--- src/rtl/alu_pkg.sv ---
// Shared ALU definitions: opcode encodings, instruction field positions,
// opcode/funct constants and the decoded ID/EX bundle type.
package alu_pkg;

    localparam int DATA_W = 32;
    localparam int CTRL_W = 4;
    localparam int CNT_W  = 8;

    // 4-bit ALU control encoding understood by the downstream ALU
    typedef enum logic [3:0] {
        ALU_AND  = 4'd0,
        ALU_OR   = 4'd1,
        ALU_ADD  = 4'd2,
        ALU_XOR  = 4'd3,
        ALU_SLL  = 4'd4,
        ALU_SRL  = 4'd5,
        ALU_SUB  = 4'd6,
        ALU_SLT  = 4'd7,
        ALU_ROTL = 4'd8,
        ALU_ROTR = 4'd9,
        ALU_NOR  = 4'd12,
        ALU_ERR  = 4'd14,
        ALU_MUL  = 4'd15
    } alu_op_e;

    // Instruction field slice positions
    localparam int OP_HI    = 31;
    localparam int OP_LO    = 26;
    localparam int RS_LO    = 21;
    localparam int RT_HI    = 20;
    localparam int RT_LO    = 16;
    localparam int RD_HI    = 15;
    localparam int RD_LO    = 11;
    localparam int SH_HI    = 10;
    localparam int SH_LO    = 6;
    localparam int FN_HI    = 5;
    localparam int IMM_HI   = 15;
    // srl/srlv become rotates when these bits are set
    localparam int ROT_BIT  = 21;
    localparam int ROTV_BIT = 6;

    // Primary opcodes
    localparam logic [5:0] OP_RTYPE    = 6'h00;
    localparam logic [5:0] OP_BEQ      = 6'h04;
    localparam logic [5:0] OP_BNE      = 6'h05;
    localparam logic [5:0] OP_ADDI     = 6'h08;
    localparam logic [5:0] OP_ADDIU    = 6'h09;
    localparam logic [5:0] OP_SLTI     = 6'h0A;
    localparam logic [5:0] OP_ANDI     = 6'h0C;
    localparam logic [5:0] OP_ORI      = 6'h0D;
    localparam logic [5:0] OP_XORI     = 6'h0E;
    localparam logic [5:0] OP_SPECIAL2 = 6'h1C;
    localparam logic [5:0] OP_LW       = 6'h23;
    localparam logic [5:0] OP_SW       = 6'h2B;

    // R-type / SPECIAL2 funct codes
    localparam logic [5:0] FN_SLL  = 6'h00;
    localparam logic [5:0] FN_SRL  = 6'h02;
    localparam logic [5:0] FN_SLLV = 6'h04;
    localparam logic [5:0] FN_SRLV = 6'h06;
    localparam logic [5:0] FN_ADD  = 6'h20;
    localparam logic [5:0] FN_ADDU = 6'h21;
    localparam logic [5:0] FN_SUB  = 6'h22;
    localparam logic [5:0] FN_SUBU = 6'h23;
    localparam logic [5:0] FN_AND  = 6'h24;
    localparam logic [5:0] FN_OR   = 6'h25;
    localparam logic [5:0] FN_XOR  = 6'h26;
    localparam logic [5:0] FN_NOR  = 6'h27;
    localparam logic [5:0] FN_SLT  = 6'h2A;
    localparam logic [5:0] FN_MUL  = 6'h02;

    // Decoded bundle carried in the ID/EX register
    typedef struct packed {
        alu_op_e           alu_ctrl;
        logic [DATA_W-1:0] op_a;
        logic [DATA_W-1:0] op_b;
        logic              wr_en;
        logic [4:0]        wr_reg;
        logic              mem_read;
        logic              mem_write;
        logic              branch;
        logic              branch_ne;
        logic              illegal;
    } alu_bundle_t;

    function automatic logic [DATA_W-1:0] sign_ext16(input logic [15:0] imm);
        return {{(DATA_W-16){imm[15]}}, imm};
    endfunction

    function automatic logic [DATA_W-1:0] zero_ext16(input logic [15:0] imm);
        return {{(DATA_W-16){1'b0}}, imm};
    endfunction

endpackage

--- src/rtl/alu_op_decode.sv ---
// Combinational decode of a MIPS instruction plus register-file data into
// an ALU opcode, aligned operands and write-back/memory/branch controls.
module alu_op_decode
    import alu_pkg::*;
(
    input  logic [31:0]       instr_i,
    input  logic [DATA_W-1:0] rs_data_i,
    input  logic [DATA_W-1:0] rt_data_i,
    output alu_bundle_t       bundle_o
);

    logic [5:0]  op;
    logic [5:0]  funct;
    logic [4:0]  rt;
    logic [4:0]  rd;
    logic [4:0]  shamt;
    logic [15:0] imm;
    logic [DATA_W-1:0] shamt_ext;
    logic [DATA_W-1:0] rs_amt_ext;
    logic        legal;
    alu_bundle_t b;

    assign op         = instr_i[OP_HI:OP_LO];
    assign funct      = instr_i[FN_HI:0];
    assign rt         = instr_i[RT_HI:RT_LO];
    assign rd         = instr_i[RD_HI:RD_LO];
    assign shamt      = instr_i[SH_HI:SH_LO];
    assign imm        = instr_i[IMM_HI:0];
    assign shamt_ext  = {{(DATA_W-5){1'b0}}, shamt};
    assign rs_amt_ext = {{(DATA_W-5){1'b0}}, rs_data_i[4:0]};

    // Upper rs field bits carry no meaning for this decode
    logic unused_rs_bits;
    assign unused_rs_bits = &{1'b0, instr_i[25:22]};

    // Decode: the ALU shifts A by B, so all shifts route rt to A
    always_comb begin
        b          = '0;
        b.alu_ctrl = ALU_ADD;
        b.op_a     = rs_data_i;
        b.op_b     = rt_data_i;
        legal      = 1'b1;
        case (op)
            OP_RTYPE: begin
                b.wr_en  = 1'b1;
                b.wr_reg = rd;
                case (funct)
                    FN_ADD, FN_ADDU: b.alu_ctrl = ALU_ADD;
                    FN_SUB, FN_SUBU: b.alu_ctrl = ALU_SUB;
                    FN_AND:          b.alu_ctrl = ALU_AND;
                    FN_OR:           b.alu_ctrl = ALU_OR;
                    FN_XOR:          b.alu_ctrl = ALU_XOR;
                    FN_NOR:          b.alu_ctrl = ALU_NOR;
                    FN_SLT:          b.alu_ctrl = ALU_SLT;
                    FN_SLL: begin
                        b.alu_ctrl = ALU_SLL;
                        b.op_a     = rt_data_i;
                        b.op_b     = shamt_ext;
                    end
                    FN_SRL: begin
                        b.alu_ctrl = instr_i[ROT_BIT] ? ALU_ROTR : ALU_SRL;
                        b.op_a     = rt_data_i;
                        b.op_b     = shamt_ext;
                    end
                    FN_SLLV: begin
                        b.alu_ctrl = ALU_SLL;
                        b.op_a     = rt_data_i;
                        b.op_b     = rs_amt_ext;
                    end
                    FN_SRLV: begin
                        b.alu_ctrl = instr_i[ROTV_BIT] ? ALU_ROTR : ALU_SRL;
                        b.op_a     = rt_data_i;
                        b.op_b     = rs_amt_ext;
                    end
                    default: legal = 1'b0;
                endcase
            end
            OP_SPECIAL2: begin
                b.alu_ctrl = ALU_MUL;
                b.wr_en    = 1'b1;
                b.wr_reg   = rd;
                legal      = (funct == FN_MUL);
            end
            OP_ADDI, OP_ADDIU: begin
                b.op_b   = sign_ext16(imm);
                b.wr_en  = 1'b1;
                b.wr_reg = rt;
            end
            OP_SLTI: begin
                b.alu_ctrl = ALU_SLT;
                b.op_b     = sign_ext16(imm);
                b.wr_en    = 1'b1;
                b.wr_reg   = rt;
            end
            OP_ANDI, OP_ORI, OP_XORI: begin
                b.alu_ctrl = (op == OP_ANDI) ? ALU_AND :
                             (op == OP_ORI)  ? ALU_OR  : ALU_XOR;
                b.op_b     = zero_ext16(imm);
                b.wr_en    = 1'b1;
                b.wr_reg   = rt;
            end
            OP_LW: begin
                b.op_b     = sign_ext16(imm);
                b.mem_read = 1'b1;
                b.wr_en    = 1'b1;
                b.wr_reg   = rt;
            end
            OP_SW: begin
                b.op_b      = sign_ext16(imm);
                b.mem_write = 1'b1;
                b.wr_reg    = rt;
            end
            OP_BEQ, OP_BNE: begin
                b.alu_ctrl  = ALU_SUB;
                b.branch    = 1'b1;
                b.branch_ne = (op == OP_BNE);
                b.wr_reg    = rt;
            end
            default: legal = 1'b0;
        endcase

        if (!legal) begin
            b          = '0;
            b.alu_ctrl = ALU_ERR;
            b.illegal  = 1'b1;
        end
        // $0 is hardwired; never request a write to it
        if (b.wr_reg == 5'd0) begin
            b.wr_en = 1'b0;
        end
        bundle_o = b;
    end

endmodule

--- src/rtl/alu_op_issue.sv ---
// ID/EX issue stage: decodes the instruction, then registers the bundle
// with stall/flush control and a saturating illegal-instruction counter.
//
// Valid semantics: InValid qualifies Instr/RsData/RtData in the cycle it is
// high; there is no ready. A cycle with InValid=1 and neither Stall nor Flush
// is accepted and appears on the outputs with OutValid=1 one cycle later.
module alu_op_issue
    import alu_pkg::*;
#(
    parameter int DATA_W = 32,
    parameter int CTRL_W = 4,
    parameter int CNT_W  = 8
) (
    input  logic              Clk,
    input  logic              Rst,
    input  logic              InValid,
    input  logic [31:0]       Instr,
    input  logic [DATA_W-1:0] RsData,
    input  logic [DATA_W-1:0] RtData,
    input  logic              Stall,
    input  logic              Flush,
    output logic              OutValid,
    output logic [CTRL_W-1:0] ALUControl,
    output logic [DATA_W-1:0] OperandA,
    output logic [DATA_W-1:0] OperandB,
    output logic              WrEn,
    output logic [4:0]        WrReg,
    output logic              MemRead,
    output logic              MemWrite,
    output logic              Branch,
    output logic              BranchNe,
    output logic              Illegal,
    output logic [CNT_W-1:0]  IllegalCount
);

    alu_bundle_t      dec_bundle;
    alu_bundle_t      bundle_d, bundle_q;
    logic             valid_d, valid_q;
    logic [CNT_W-1:0] cnt_d, cnt_q;

    alu_op_decode u_decode (
        .instr_i   (Instr),
        .rs_data_i (RsData),
        .rt_data_i (RtData),
        .bundle_o  (dec_bundle)
    );

    // Next ID/EX contents: flush beats stall; invalid input loads a bubble
    always_comb begin
        bundle_d = bundle_q;
        valid_d  = valid_q;
        cnt_d    = cnt_q;
        if (Flush) begin
            bundle_d = '0;
            valid_d  = 1'b0;
        end else if (!Stall) begin
            valid_d  = InValid;
            bundle_d = InValid ? dec_bundle : '0;
            if (InValid && dec_bundle.illegal && (cnt_q != {CNT_W{1'b1}})) begin
                cnt_d = cnt_q + 1'b1;
            end
        end
    end

    // ID/EX pipeline register and illegal counter
    always_ff @(posedge Clk) begin
        if (Rst) begin
            bundle_q <= '0;
            valid_q  <= 1'b0;
            cnt_q    <= '0;
        end else begin
            bundle_q <= bundle_d;
            valid_q  <= valid_d;
            cnt_q    <= cnt_d;
        end
    end

    assign OutValid     = valid_q;
    assign ALUControl   = bundle_q.alu_ctrl;
    assign OperandA     = bundle_q.op_a;
    assign OperandB     = bundle_q.op_b;
    assign WrEn         = bundle_q.wr_en;
    assign WrReg        = bundle_q.wr_reg;
    assign MemRead      = bundle_q.mem_read;
    assign MemWrite     = bundle_q.mem_write;
    assign Branch       = bundle_q.branch;
    assign BranchNe     = bundle_q.branch_ne;
    assign Illegal      = bundle_q.illegal;
    assign IllegalCount = cnt_q;

endmodule
--- config.mk ---
export PLATFORM = sky130hd
export DESIGN_NAME = alu_op_issue
export DESIGN_NICKNAME = d
export VERILOG_FILES = /design/src/rtl/alu_pkg.sv /design/src/rtl/alu_op_decode.sv /design/src/rtl/alu_op_issue.sv
export SDC_FILE = /design/constraint.sdc
export NUM_CORES = 1
export LEC_CHECK = 0
export CAP_MARGIN = 40
export CORE_AREA = 2 2 102 104
export CTS_BUF_LIST = sky130_fd_sc_hd__clkbuf_4 sky130_fd_sc_hd__clkbuf_8
export DETAILED_ROUTE_END_ITERATION = 8
export DIE_AREA = 0 0 104 106
export HOLD_SLACK_MARGIN = 0.12
export PLACE_DENSITY = 0.85
export SYNTH_ARGS = -nofsm -noshare
export SYNTH_HDL_FRONTEND = slang
export SYNTH_SLANG_ARGS = --single-unit
--- constraint.sdc ---
create_clock -name Clk -period 2.7 [get_ports Clk]
set_input_delay 0.54 -clock Clk [delete_from_list [all_inputs] [get_ports Clk]]
set_output_delay 0.54 -clock Clk [all_outputs]
set_load 0.01 [all_outputs]
==> results of run 1 <==
power by group:
group	switching [mW]	internal [mW]
registers	0.00610	1.31
clock network	0.523	0.446
logic	0.183	0.242
total	0.712	1.99
synthesized netlist by cell type (all sizes together) (2+ instances only):
master and instances:
dfxtp 88, o21ai 68, and3 4, nor2 28, nor4 3, or4 6
o31ai 12, o22ai 2, nand2b 3, nor3 8, nand3 11, a32o 4
nand4 4, a22o 3, buf 5, a21o 2, inv 3, a221oi 6
mux2i 40, o221ai 2, and2 2, a21oi 25, clkbuf 35, a22oi 18
nor2b 8, a31oi 2, mux2 2, nand2 82
worst reg2reg max path, stage by stage, from the launching register on:
cell     delay (ns)
dfxtp_1        0.37
ha_1           0.22
and2_1         0.19
a311o_1        0.34
nor2_1         0.09
or4b_2         0.59
a21oi_1        0.16
cell usage in the layout (no fill, tap or decap), types with 12 or more instances in the layout:
cell type,count
buf_4,42
o21ai_0,48
clkdlybuf4s50_1,184
a22oi_1,18
a21oi_1,25
mux2i_1,40
dfxtp_1,88
nor2_1,27
o31ai_1,12
o21ai_2,18
nand2_1,81
state kept, by name, indices dropped and copies added, names as in the netlist:
register and cells:
Branch 1, ALUControl 4, BranchNe 1, OperandA 32
OutValid 1, MemWrite 1, WrReg 5, WrEn 1
Illegal 1, IllegalCount 8, OperandB 32, MemRead 1
logic make-up after synthesis:
logic type | count (synthesis) | share of synthesized area (%)
xor gates and xnor gates | 1 | 0.208
AOI/OAI and AO/OA | 152 | 24.3
and+or+nand+nor | 167 | 18.8
DFF | 88 | 41.8
buffers and inverters | 43 | 4.54
adders and majority gates | 1 | 0.297
muxes | 42 | 10.0
worst max-delay path by stage:
stage | startpoint | endpoint | cells after the start
3_5_place_dp | Instr[27] | OperandA[0]$_SDFFE_PP0N_ | 7
3_3_place_gp | Instr[27] | IllegalCount[0]$_SDFFE_PP0P_ | 7
4_1_cts | Instr[27] | OperandB[14]$_SDFFE_PP0N_ | 7
2_1_floorplan | Instr[27] | ALUControl[2]$_SDFFE_PP0N_ | 6
5_1_grt | Instr[27] | OperandB[11]$_SDFFE_PP0N_ | 7
6_report | Instr[27] | OperandB[11]$_SDFFE_PP0N_ | 7
stage by stage:
| stage | cell area (um2) | setup WS, ns | hold WS [ns] | utilization [%] | power (mW) |
|---|---|---|---|---|---|
| final | 6640 | 0.131 | 0.458 | 66.4 | 2.71 |
| after global routing | 6640 | 0.0215 | 0.481 | 66.4 | 2.80 |
| after CTS | 6640 | 0.103 | 0.463 | 66.4 | 2.72 |
| after detailed placement | 6430 | -0.283 | 0.440 | 64.3 | 1.76 |
| after global placement | 6420 | -0.177 | 0.435 | 64.2 | 1.75 |
| after floorplan | 4210 | 0.255 | 0.471 | - | 1.50 |
routing by layer:
| metal | vias to the layer above | global-route usage, % | share of wire (%) | wire, um |
|---|---|---|---|---|
| met1 | 2064 | 28.6 | 41 | 5550 |
| met2 | 214 | 42.9 | 50 | 6790 |
| li1 | 2188 | - | - | - |
| met4 | 0 | 8.01 | 1.9 | 256 |
| met3 | 23 | 4.84 | 6.6 | 888 |
| met5 | - | 0 | 0 | 0 |
cell type report:
class	count	area, um2
clock inverters	7	87.6
repair buffers	229	2220
multi-input cells	363	2270
flip-flops and latches	88	1760
fillers	841	3360
well taps	136	170
clock buffers	9	124
inverters	3	11.3
==> results.md, run 1 <==
- The worst setup path is launched from a primary input.
- On the critical path the largest part of the delay comes from simple AND/OR/NAND/NOR gates.
- For this run, design rule violations remaining after detail routing come to 0.
- The clock drives 88 sinks.
- Sequential elements use between 40% and 50% of the synthesized area.
- The path with the worst hold slack has its endpoint at OperandA[15]$_SDFFE_PP0N_.
- The relative max-transition margin is 56.9%.
- The kind of critical path is in -> reg.
- The highest ir drop seen on vdd is around 0.35 mV.
- Data on the critical path is required at its endpoint by between 2 and 3 ns.
- TritonCTS built the clock tree.
- The post-synthesis sequential element count is 88.
- The number of buffers inserted during clock tree synthesis is 9.
- The number of buffers and inverters on the critical path is 2.
- Along the worst path, the maximum fanout reaches 44.
- The synthesized instance count is just under 500.
- For the worst setup path, the data arrival time is roughly 2.8 ns.
- The sum of overflow across all layers after global routing is 0.
- The launch point of the worst reg-to-reg path is IllegalCount[0]$_SDFFE_PP0P_.
- In this run the vertical extent of the chip is between 100 and 150 um.
- Among all stages on the critical path, the largest delay is contributed by or4_1.
- The end of the worst register-to-register path is IllegalCount[5]$_SDFFE_PP0P_.
- The share of flip-flops with an asynchronous set or reset after synthesis is 0%.
- Derived from the worst setup path, the maximum achievable clock frequency is 0.389 GHz.
- After routing, the total negative slack on setup checks comes to 0 ns.
- The root cell of the clock tree is clkbuf_8.
- The count of antenna diodes in the layout is 0.
- The final weighted congestion of routability-driven global placement is between 0.8 and 0.9.
- Relative to the synthesized area, the layout overhead comes to 57.6%.
- The number of gates resized after CTS was 0.
- The capturing element type of the critical path is a register.
- For this run, the detailed router's first-pass iteration total came to 5.
- The reported leakage power is ~2.6 nW.
- In the routed layout, each cell is associated on average with a via count of roughly 5.4.
- The count of vias placed by the detailed router is between 4k and 5k.
- Setup repair after global routing left no endpoint under its margin.
- The number of enable flip-flop cells after synthesis is 0.
- The buffers inserted during post-CTS setup optimization is 0.
- Counting cells, the worst reg-to-reg path comes to 6.
- The power per cell area is just over 400 nW/um2.
- After layout, the worst path uses a little over nine tenths of the clock period.
- The via count of the first global-routing pass was around 4.4k.
- The clock edge transition at the registers on the reported setup and hold paths is ~0.10 ns.
- The worst hold path begins at OperandA[15]$_SDFFE_PP0N_.
- The wire length per cell after detailed routing is roughly 16 um.
- Global routing consumed, over all layers together, about a quarter of the routing resources.
- The initial antenna violation count is 0.
- The largest single stage delay on the critical path is slightly below 0.6 ns.
- In this run the number of H-tree levels came out at 3.
- The slack of the worst reg-to-reg path is between 0.6 and 0.7 ns.
- The DRC violation total after the first TritonRoute iteration is about 360.
- The antenna violation net count after detailed routing is 0.
- The mean area per synthesized cell is approximately 8.5 um2.
- The initial utilization of the core area, before any placement, comes to a little over two fifths.
- The flow ran to the end, and the final reports show no timing, DRC or antenna violations.
- In the synthesized netlist the dominant register cell turns out to be dfxtp_1.
- For the pin with the worst max-slew slack, the measured transition is 0.644 ns.
- The clock latency reported for the late side of the worst-skew pair is 0.35 ns.
- After floorplanning, the core was sized to cover approximately 10000 um2.
- The clock tree buffer depth is 2.
- The post-layout instance count excluding filler cells is approximately 840.
- The number of warnings reported in the yosys synthesis log is 0.
- After layout, the minimum clock period comes to 2.57 ns.
- After synthesis, the cell types taking the most area are dfxtp_1, mux2i_1, nand2_1, o21ai_0, o21ai_2.
- The fraction of layout instances using a drive strength above 1 is between 10% and 20%.
- The synthesized netlist occupies a cell area of 4210 um2.
- The top-level I/O count is 189.
- Of the post-synthesis cell area, the dominant cell type holds a little over two fifths.
- The final number of max-transition violations came to 0.
- The number of instances in the placed design is approximately 820.
- Entering global routing, the biggest net connects 45 pins.
- The width of the die is 104 um.
- The count of distinct cell types in the synthesized netlist is 54.
- The cell type with the largest total area after synthesis is dfxtp_1.
- When the netlist entered floorplanning its net count stood at around 600.
- After the last flow step, the layout net total stands at just under 800.
- The detailed placer's ending HPWL is between 10 and 15 mm.
- The final count of hold timing violations is 0.
- The first-pass GRT wire length is 21.6 mm.
- The worst setup skew after layout is about 0.006 ns.
- Counting instances, the worst hold path has a depth of 2.
- The number of max-cap violations is 0.
- Summed over all layers, the routed wires come to approximately 13 mm.
- The type of the tightest min-delay check is reg -> reg.
- The number of buffer cells added on primary ports is about 180.
- The hold-fix buffer count after cts is 0.
- The number of setup violations in the final report is 0.
- Traced cell by cell, the critical path runs through clkdlybuf4s50_1, or4_1, or4_4, o221ai_4, nand3_4, buf_12, o21ai_0.
- The floorplan has 37 rows.
- The die covers between 10000 and 15000 um2.
No activity file was read; power rests on OpenSTA's default activity.
==> run 2: changes to the inputs <==
--- a/config.mk
+++ b/config.mk
@@ -10,6 +10,7 @@
 export CTS_BUF_LIST = sky130_fd_sc_hd__clkbuf_4 sky130_fd_sc_hd__clkbuf_8
 export DETAILED_ROUTE_END_ITERATION = 8
 export DIE_AREA = 0 0 104 106
+export GPL_TIMING_DRIVEN = 0
 export HOLD_SLACK_MARGIN = 0.12
 export PLACE_DENSITY = 0.85
 export SYNTH_ARGS = -nofsm -noshare
==> results.md, run 2 (synthesized netlist as in run 1, its figures left out) <==
- The cell-internal power came to 1.89 mW (was 1.99 mW).
- The largest net degree at the start of global routing is 19 (was 45).
- The initial cell density of the core is 42.1% (unchanged).
- The capturing element type of the critical path is a register (unchanged).
- The count of vias placed by the detailed router came to 4630 (was 4489).
- The placement row count is 37 (unchanged).
- The die boundary height is 106 um (unchanged).
- The clock sink count is 88 (unchanged).
- The clock edge transition at the registers on the reported setup and hold paths is 0.09 ns (was 0.10 ns).
- The kind of start point of the critical path is a primary input (unchanged).
- The utilization of the core after routing is 65.1% (was 66.4%).
- The detailed placer's ending HPWL is 10.8 mm (was 10.5 mm).
- The worst setup skew after layout is 0.0130 ns (was 0.00615 ns).
- The routed via count divided by cell count is 5.56 (was 5.38).
- The TritonCTS clock tree is yes (unchanged).
- The highest fanout seen on the critical path was 10 (was 44).
- The final weighted congestion of routability-driven global placement is 0.868 (was 0.870).
- The post-layout instance count excluding filler cells is 833 (was 835).
- The power per cell area is 405 nW/um2 (was 408 nW/um2).
- The worst hold path startpoint is OperandB[31]$_SDFFE_PP0N_ (was OperandA[15]$_SDFFE_PP0N_).
- The number of instances in the placed design came to 814 (was 819).
- The number of nets in the layout was 794 (was 796).
- The final number of max-transition violations was 0 (unchanged).
- Commonest cells after routing, fill and taps aside: clkdlybuf4s50_1, dfxtp_1, nand2_1 (unchanged).
- The clock latency reported for the late side of the worst-skew pair is 0.36 ns (was 0.35 ns).
- The width of the die was 104 um (unchanged).
- The all-layer global routing usage is 24.4% (was 23.9%).
- The via count of the first global-routing pass is 4371 (was 4352).
- The clock tree buffer depth is 2 (unchanged).
- RSZ-0062 raised after global routing: false (unchanged).
- The gate family responsible for the most delay along the worst path is simple AND/OR/NAND/NOR gates (unchanged).
- The sum of overflow across all layers after global routing is 0 (unchanged).
- The relative max-transition margin is 63.6% (was 56.9%).
- The slew at the pin closest to its max-slew limit is 0.546 ns (was 0.644 ns).
- The launch point of the worst reg-to-reg path is IllegalCount[0]$_SDFFE_PP0P_ (unchanged).
- The net switching share of the total power was 28.5% (was 26.3%).
- The top-level I/O count is 189 (unchanged).
- The count of antenna diodes in the layout is 0 (unchanged).
- The number of max-cap violations is 0 (unchanged).
- The footprint of the multi-input gates came to 2310 um2 (was 2270 um2).
- The reported leakage power is 2.49 nW (was 2.58 nW).
- The highest ir drop seen on vdd is 0.313 mV (was 0.354 mV).
- The maximum clock frequency is 0.377 GHz (was 0.389 GHz).
- The kind of critical path is in -> reg (unchanged).
- The number of search-and-repair iterations in the first detailed-routing pass is 6 (was 5).
- The worst path setup slack after routing is 0.0460 ns (was 0.131 ns).
- The worst slack after detailed placement came to -0.448 ns (was -0.283 ns).
- The cell repeated most along the worst path is or4_4.
- Result of the run: finished, final reports clean (unchanged).
- The total core area is 10000 um2 (unchanged).
- The DRC violation total after the first TritonRoute iteration is 324 (was 364).
- The area growth from synthesis to layout is 54.6% (was 57.6%).
- The sequential cell area is 1760 um2 (unchanged).
- The hold-fix buffer count after cts is 0 (unchanged).
- The slack of the worst reg-to-reg path is 0.60 ns (was 0.69 ns).
- The depth of the CTS H-tree was 3 (unchanged).
- The switching power of the nets is 0.751 mW (was 0.712 mW).
- The buffers plus inverters on the worst setup path is 2 (unchanged).
- The fraction of layout instances using a drive strength above 1 came to 10.8% (was 13.2%).
- The number of buffer cells added on primary ports is 183 (was 184).
- The sequential group share of total power is 49.8% (was 48.5%).
- The data required time of the worst path was 2.96 ns (was 2.97 ns).
- The type of the tightest min-delay check is reg -> reg (unchanged).
- The data arrival time at the worst-slack endpoint came to 2.91 ns (was 2.84 ns).
- The most frequent standard cell in the layout excluding fill and tap cells is clkdlybuf4s50_1 (unchanged).
- The combinational power share is 15.4% (was 15.7%).
- The total die area is 11000 um2 (unchanged).
- The initial antenna violation count is 0 (unchanged).
- The final critical delay including setup and external delays is 2.65 ns (was 2.57 ns).
- The filler cell count is 858 (was 841).
- The overall power came to 2.64 mW (was 2.71 mW).
- The launch point of the critical path is Instr[28] (was Instr[27]).
- Chain of cells forming the critical path: clkdlybuf4s50_1, or4_4, or4_4, o221ai_4, buf_6, o221ai_1, a32o_1 (was clkdlybuf4s50_1, or4_1, or4_4, o221ai_4, nand3_4, buf_12, o21ai_0).
- The number of buffers inserted during clock tree synthesis is 9 (unchanged).
- The first-pass GRT wire length is 21.8 mm (was 21.6 mm).
- The root cell of the clock tree is clkbuf_8 (unchanged).
- The antenna violation net count after detailed routing came to 0 (unchanged).
- The clock group share of total power came to 34.9% (was 35.8%).
- The final count of hold timing violations is 0 (unchanged).
- The master of the slowest instance on the critical path is or4_4 (was or4_1).
- The share of the cycle needed by the critical path after routing is 98.3% (was 95.2%).
- The number of setup violations in the final report is 0 (unchanged).
- The routed wire length is 14.0 mm (was 13.5 mm).
- The wire length per cell after detailed routing is 16.8 um (was 16.1 um).
- The DRC violations left is 0 (unchanged).
- The maximum cell stage delay along the critical path came to 0.58 ns (about the same).
## run 2: cell types whose count changed in the layout (fill, tap and decap cells not counted), sizes merged
cell	change
clkbuf	+32
buf	-35
clkinvlp	-1
clkinv	+2
o221ai	+1
clkdlybuf4s50	-4
bufinv	-1
dlymetal6s2s	+3
clkdlybuf4s18	+1
## run 2: final timing paths
kind / end / depth (start not counted)
worst max-delay path: ALUControl[2]$_SDFFE_PP0N_ / 7
worst min-delay path: OperandB[31]$_SDFFE_PP0N_ / 2
worst max register to register: IllegalCount[4]$_SDFFE_PP0P_ / 6
worst min register to register: OperandB[31]$_SDFFE_PP0N_ / 2
## run 2: final cells by class
cell class | instances | share of cell area, %
repair buffers | 187 | 28.7
well taps | 136 | 2.61
clock buffers | 9 | 1.90
multi-input cells | 364 | 35.5
plain buffers | 39 | 2.96
flip-flops and latches | 88 | 27.0
clock inverters | 7 | 1.15
inverters | 3 | 0.173
## run 2: what timing repair did
item,in CTS,in global routing
gates cloned,1,1
pin swaps,1,2
gates resized for setup,3,36
endpoints found under the setup margin,15,69
setup buffers,0,2
## run 2: power groups by stage
stage               registers, mW  logic [mW]  clock network, mW
floorplan                    1.35       0.159                  0
global placement             1.34       0.380                  0
detailed placement           1.34       0.389                  0
CTS                          1.31       0.396              0.925
global route                 1.31       0.431              0.981
finish                       1.31       0.405              0.920
## run 2: tightest hold or removal path: cells and delay by family (launching register included)
family | cells | cell delay, ns
AO/OA/AOI/OAI | 1 | 0.05
flip-flops | 1 | 0.32
AND/OR/NAND/NOR | 1 | 0.05
## run 2: per-layer routing
layer / vias up / GRT usage, % / part of all wire [%]
li1: 2207 / - / -
met1: 2161 / 29.6 / 41
met2: 235 / 43.1 / 50
met3: 27 / 5.33 / 7.6
met4: 0 / 7.72 / 2.0
met5: - / 0 / 0
## run 2: stage by stage
| stage | hold slack, ns | area [um2] | TNS (ns) |
|---|---|---|---|
| 6_report | 0.456 | 6510 | 0 |
| 4_1_cts | 0.462 | 6450 | 0 |
| 3_5_place_dp | 0.439 | 6220 | -29.49 |
| 2_1_floorplan | 0.471 | 4210 | 0 |
| 3_3_place_gp | 0.436 | 6210 | -27.75 |
| 5_1_grt | 0.476 | 6510 | 0 |
